**config.mk**
```make
export PLATFORM = sky130hd
export DESIGN_NAME = in_collector_n
export DESIGN_NICKNAME = d
export VERILOG_FILES = /design/src/rtl/in_collector_n.sv
export SDC_FILE = /design/constraint.sdc
export NUM_CORES = 1
export LEC_CHECK = 0
export ABC_AREA = 1
export CORE_MARGIN = 2
export CORE_UTILIZATION = 48
export DETAILED_ROUTE_END_ITERATION = 7
export GPL_TIMING_DRIVEN = 0
export PLACE_DENSITY = 0.94
export SETUP_SLACK_MARGIN = 0.5
export SLEW_MARGIN = 20
export SYNTH_ARGS = -nofsm -noshare
export SYNTH_HDL_FRONTEND = slang
export SYNTH_SLANG_ARGS = --single-unit
export TNS_END_PERCENT = 100
```
**constraint.sdc**
```tcl
create_clock -name clk -period 3.25 [get_ports clk]
set_input_delay 0.4875 -clock clk [delete_from_list [all_inputs] [get_ports clk]]
set_output_delay 0.4875 -clock clk [all_outputs]
set_load 0.05 [all_outputs]
```
**src/rtl/in_collector_n.sv**
```systemverilog
// Operand collector: gathers NUM_OPS words from a producer over a
// req/ack handshake and fires a one-cycle start pulse to the core
// once the full set is held. Moore controller, outputs from state only.
module in_collector_n #(
   parameter  int WIDTH   = 32,
   parameter  int NUM_OPS = 2,
   localparam int CNTW    = ($clog2(NUM_OPS) > 1) ? $clog2(NUM_OPS) : 1
) (
   input  logic                     clk,
   input  logic                     rst,
   input  logic                     inReady,
   input  logic [WIDTH-1:0]         inBus,
   input  logic                     coreBusy,
   input  logic                     clear,
   output logic [NUM_OPS*WIDTH-1:0] operands,
   output logic                     inAccepted,
   output logic                     startFP,
   output logic [CNTW-1:0]          opIndex
);

   typedef enum logic [2:0] {
      S_IDLE,
      S_LOAD,
      S_ACCEPT,
      S_WAIT_CORE,
      S_START
   } state_t;

   localparam logic [CNTW-1:0] LAST_IDX = CNTW'(NUM_OPS - 1);

   state_t                        r_state;
   state_t                        w_state_nxt;
   logic [CNTW-1:0]               r_idx;
   logic [CNTW-1:0]               w_idx_nxt;
   logic                          w_load;
   logic [NUM_OPS-1:0][WIDTH-1:0] r_ops;

   // State and operand-index registers.
   always_ff @(posedge clk or negedge rst) begin
      if (!rst) begin
         r_state <= S_IDLE;
         r_idx   <= '0;
      end else begin
         r_state <= w_state_nxt;
         r_idx   <= w_idx_nxt;
      end
   end

   // Operand slots: written only on the edge leaving LOAD.
   always_ff @(posedge clk or negedge rst) begin
      if (!rst) begin
         r_ops <= '0;
      end else if (w_load) begin
         r_ops[r_idx] <= inBus;
      end
   end

   // Next-state, next-index and slot-write decode; clear overrides all,
   // including the LOAD write, so an aborted load leaves slots intact.
   always_comb begin
      w_state_nxt = r_state;
      w_idx_nxt   = r_idx;
      w_load      = 1'b0;
      if (clear) begin
         w_state_nxt = S_IDLE;
         w_idx_nxt   = '0;
      end else begin
         unique case (r_state)
            S_IDLE: begin
               if (inReady) w_state_nxt = S_LOAD;
            end
            S_LOAD: begin
               w_load      = 1'b1;
               w_state_nxt = S_ACCEPT;
            end
            S_ACCEPT: begin
               if (!inReady) begin
                  if (r_idx < LAST_IDX) begin
                     w_idx_nxt   = r_idx + CNTW'(1);
                     w_state_nxt = S_IDLE;
                  end else begin
                     w_idx_nxt   = '0;
                     w_state_nxt = coreBusy ? S_WAIT_CORE : S_START;
                  end
               end
            end
            S_WAIT_CORE: begin
               if (!coreBusy) w_state_nxt = S_START;
            end
            S_START: begin
               w_state_nxt = S_IDLE;
            end
            default: begin
               w_state_nxt = S_IDLE;
               w_idx_nxt   = '0;
            end
         endcase
      end
   end

   // Moore output decode from registered state, index and slots.
   always_comb begin
      operands   = r_ops;
      inAccepted = (r_state == S_ACCEPT);
      startFP    = (r_state == S_START);
      opIndex    = r_idx;
   end

endmodule

```
* Word level (Yosys, flattened, before mapping)
Cells that the tools add are included.
Word-level totals: register bits after elaboration 68, input bits 37, output and inout bits 67, logic and storage cells 37
Cells by class: add/sub/neg operators 1, order comparisons 3, equal/unequal tests 8, multiplexer cells 16, reduce and logical (&&, ||, !) cells 5
Operator list (number):
- 64-bit bitwise mux | 1
- 32-bit demux with 1-bit select | 1
- 32-bit 2-to-1 mux | 1
- 3-bit 2-to-1 mux | 6
- 3-bit case mux with 4 select lines | 1
- 3-bit inequality test, second input constant | 3
- 3-bit by 2-bit equality test with 1-bit output, second input constant | 2
- 1-bit 2-to-1 mux | 5
- 4-bit OR reduction | 1
- 3-bit by 1-bit equality test with 1-bit output, second input constant | 1
- 3-bit equality test, second input constant | 1
- 3-bit logical NOT | 1
- 3-bit AND reduction | 1
- 1-bit by 2-bit less-than comparator with 1-bit output, second input constant | 1
- 2-bit by 1-bit inequality test with 1-bit output, second input constant | 1
- 1-bit case mux with 2 select lines | 1
- 2-bit AND reduction | 1
- 1-bit adder, second input constant | 1
- 1-bit greater-or-equal comparator, second input constant | 1
- 1-bit logical AND | 1
- 1-bit less-than comparator, second input constant | 1

* Longest topological paths before layout
depth after elaboration 5, mapped depth 7, gate-level depth less buffers 7

* Worst setup path after synthesis
Ideal clock, no wire load.
path kind reg2out, from register r_state[0], to output startFP, arrival 1.523 ns, data required time 2.762 ns, setup slack 1.240 ns, cell stages (with the launch flop) 2, buffers on the path 0, path through dfrtp_1 > nor3_1
Between the ends: longest elaborated chain between the ends 1
RTL lines:
- from (decl) | line 31 | state_t r_state;
- from (signal assigned) | line 44 | r_state <= w_state_nxt;
- 3-bit equality test | line 105 | startFP = (r_state == S_START);
- to (decl) | line 17 | output logic startFP,
No other way between the ends.

* Worst setup path after layout
from register r_state[0], to output inAccepted
Between the ends: longest elaborated chain between the ends 1
RTL lines:
- 3-bit by 2-bit equality test with 1-bit output | line 104 | inAccepted = (r_state == S_ACCEPT);
- to (decl) | line 16 | output logic inAccepted,
No other way between the ends.

==> results.tsv <==
stage	metric	value	unit
placed_design	Post-Place Worst Slack	1200	ps
drt	Final ANT Viol Nets	0	
placed_design	RePlAce Congestion	0.762	
placed_design	Inst Count DP	465	
pwr	VDD IR max	0.767	mV
setup_path	critical path's top delay family	buffers and inverters	
synth	cell count after synthesis	286	
outcome	outcome	complete, no violations	
timing	Tmin final	2380	ps
clocking	total CTS buffers	9	
timing	Final Hold Fails	0	
setup_path	most used cell, CP	inv_1	
timing	worst-margin pin slew	529	ps
placed_design	DPL Wire Length	4.89	mm
pwr	Pwr Total	5.04	mW
finish	share of cells above drive strength 1	20.0	%
finish	Area growth, synth to finish	46.2	%
floorplan	standard-cell rows	28	
floorplan	Die W	81.9	um
drt	iteration count of the initial detailed-routing pass	4	
floorplan	Die Y	81.9	um
timing	RSZ-0062 raised after global routing	no	
setup_path	Required @ worst endpoint	2760	ps
global_routing	initial antenna violation count	0	
clocking	buffer depth of the longest clock path	2	
global_routing	busiest grt layer	met2	
timing	Final Max Tran Viols	0	
setup_path	CP Launch Point	r_state[0]	
setup_path	cells along the critical path	inv_1, nand3_1, inv_1, clkdlybuf4s50_1	
global_routing	met3 Use GR	5.16	%
pwr	P_leak	2.05	nW
timing	WHS	98.3	ps
timing	final setup margin	870	ps
drt	Post-Route WL	6.66	mm
synth	FF+latch count, synth	68	
hold_path	hold crit path type	in2async	
clocking	Clk pin slew, worst setup/hold paths	70	ps
pwr	Pwr Density	1180	nW/um^2
synth	sequential area share after synthesis	58.4	%
finish	multi-input logic area	926	um^2
synth	Syn. warnings	0	
setup_path	crit start category	flop	
finish	ANT cells	0	
global_routing	vias in the first global route	2393	
clocking	CTS H-tree lvls	3	
timing	setup TNS	0	ps
placed_design	Port-buffer cells	103	
global_routing	met2 Use GR	36.7	%
setup_path	Largest stage delay, worst path	790	ps
timing	Max Clk Rate	420	MHz
drt	routed via count	2340	
floorplan	Starting Density	49.5	%
timing	Rel. slew slack	64.6	%
synth	post-synthesis average cell area	10.2	um^2
setup_path	Setup CP Type	reg2out	
clocking	cts repair resizes	0	
timing	clk_skew	6.55	ps
setup_path	CP Buf/Inv Count	3	
global_routing	first-pass GRT wire length	11.0	mm
clocking	clk_lat worst skew	330	ps
job	total of max-cap violations	0	
global_routing	largest net degree at the start of global routing	36	
clocking	CTS root buf	clkbuf_8	
floorplan	core footprint	5890	um^2
setup_path	Critical-path top delay cell	clkdlybuf4s50_1	
clocking	CTS tree	yes	
drt	vias per inst	4.86	
setup_path	crit end category	output pin	
floorplan	Die Area	6700	um^2
finish	Reg area	1700	um^2
synth	synthesized area	2910	um^2
setup_path	Crit Path Max Fanout	7	
synth	syn nets	323	
drt	WL per Instance	13.9	um
synth	Cell variety after synth	16	
setup_path	Worst R2R Start	r_state[1]	
timing	final setup fails	0	
floorplan	num ports	104	
global_routing	Tot GR Track Use	21.6	%
clocking	Post-CTS Setup Bufs	0	
clocking	clk sink count	68	
drt	DRC viols	0	
finish	nets	438	
finish	fill cell total of the finished layout	442	
clocking	Hold Buf Count CTS	0	
global_routing	Remaining Overflow, GRT	0	
finish	Final Non-Filler Cells	481	
global_routing	met1 Usage GRT	26.2	%
drt	DRT iter0 DRCs	105	
setup_path	critical path arrival	1890	ps
timing	final period utilization	73.2	%
layout by cell type (no fill, tap or decap):
master,netlist,routed
clkdlybuf4s50_1,0,102
nand2_1,73,73
dfrtp_1,68,68
o21ai_2,48,48
inv_1,41,41
o21ai_1,16,16
clkbuf_8,1,12
nor2_1,11,11
buf_6,9,9
nand3_1,6,6
buf_4,2,3
o21ai_0,3,3
nor3_1,2,2
nand2_4,2,2
o21bai_1,2,2
clkinv_2,0,2
nand2_2,1,1
nor2_4,1,1
clkinvlp_4,0,1
bufinv_16,0,1
clkbuf_1,0,1
buf_12,0,1
worst reg2reg max path, cell delays in order (launching register included):
cell and delay, ps:
dfrtp_1 440, inv_1 130, nand2_1 120, nor2_4 180, nand2_4 150, buf_4 210, nand2_1 70, o21ai_1 70
path summary, 6_finish.rpt:
kind                       depth (start not counted)  slack (ps)           end
max                                                4         870    inAccepted
min                                                1         100       opIndex
max reg2reg                                        7        1780  operands[42]
min reg2reg                                        2         480  operands[31]
max in group asynchronous                          2        2610  operands[49]
min in group clk                                   2         480  operands[31]
cells in the mapped netlist:
cell type	number	area [um^2]
buf_6	9	101
buf_4	2	15.0
nor2_4	1	11.3
o21ai_0	3	15.0
nand2_1	73	274
o21bai_1	2	15.0
dfrtp_1	68	1700
o21ai_1	16	80.1
o21ai_2	48	420
nand2_2	1	6.26
nand3_1	6	30.0
nor2_1	11	41.3
nor3_1	2	10.0
clkbuf_8	1	13.8
nand2_4	2	22.5
inv_1	41	154
per-stage QoR:
stage	util [%]	area (um^2)
final	72.3	4260
after global routing	72.3	4260
after CTS	72.3	4260
after detailed placement	68.9	4050
after global placement	68.6	4040
after floorplan	-	2910
logic make-up after synthesis:
logic type             Yosys count  synth area share (%)
DFF                             68                  58.4
AOI/OAI and AO/OA               69                  18.2
buffers and inverters           53                  9.75
and+or+nand+nor                 96                  13.6
state kept, by name, summed over array words and instances, names as in the netlist:
register and flops:
opIndex 1, operands 64, r_state 3
metal layers:
layer  part of all wire [%]  routed length, um  vias up
met1                     41               2740     1115
met3                    6.0                397       13
met5                      0                  0        -
li1                       -                  -     1131
met4                    1.8                122        0
met2                     51               3400       81
where the power goes:
part / total (mW) / internal (mW) / switching (mW)
Clock: 0.699 / 0.394 / 0.305
Sequential: 1.46 / 1.23 / 0.229
Combinational: 2.88 / 0.959 / 1.92
Total: 5.04 / 2.59 / 2.45
final cells by class:
class	instances	share of cell area [%]
Buffer	12	3.06
Clock buffer	12	3.64
Clock inverter	4	1.12
Inverter	41	3.62
Multi-Input combinational cell	165	21.8
Sequential cell	68	40.0
Tap cell	75	2.20
Timing Repair Buffer	104	24.6
(Power assumes the default switching activity.)
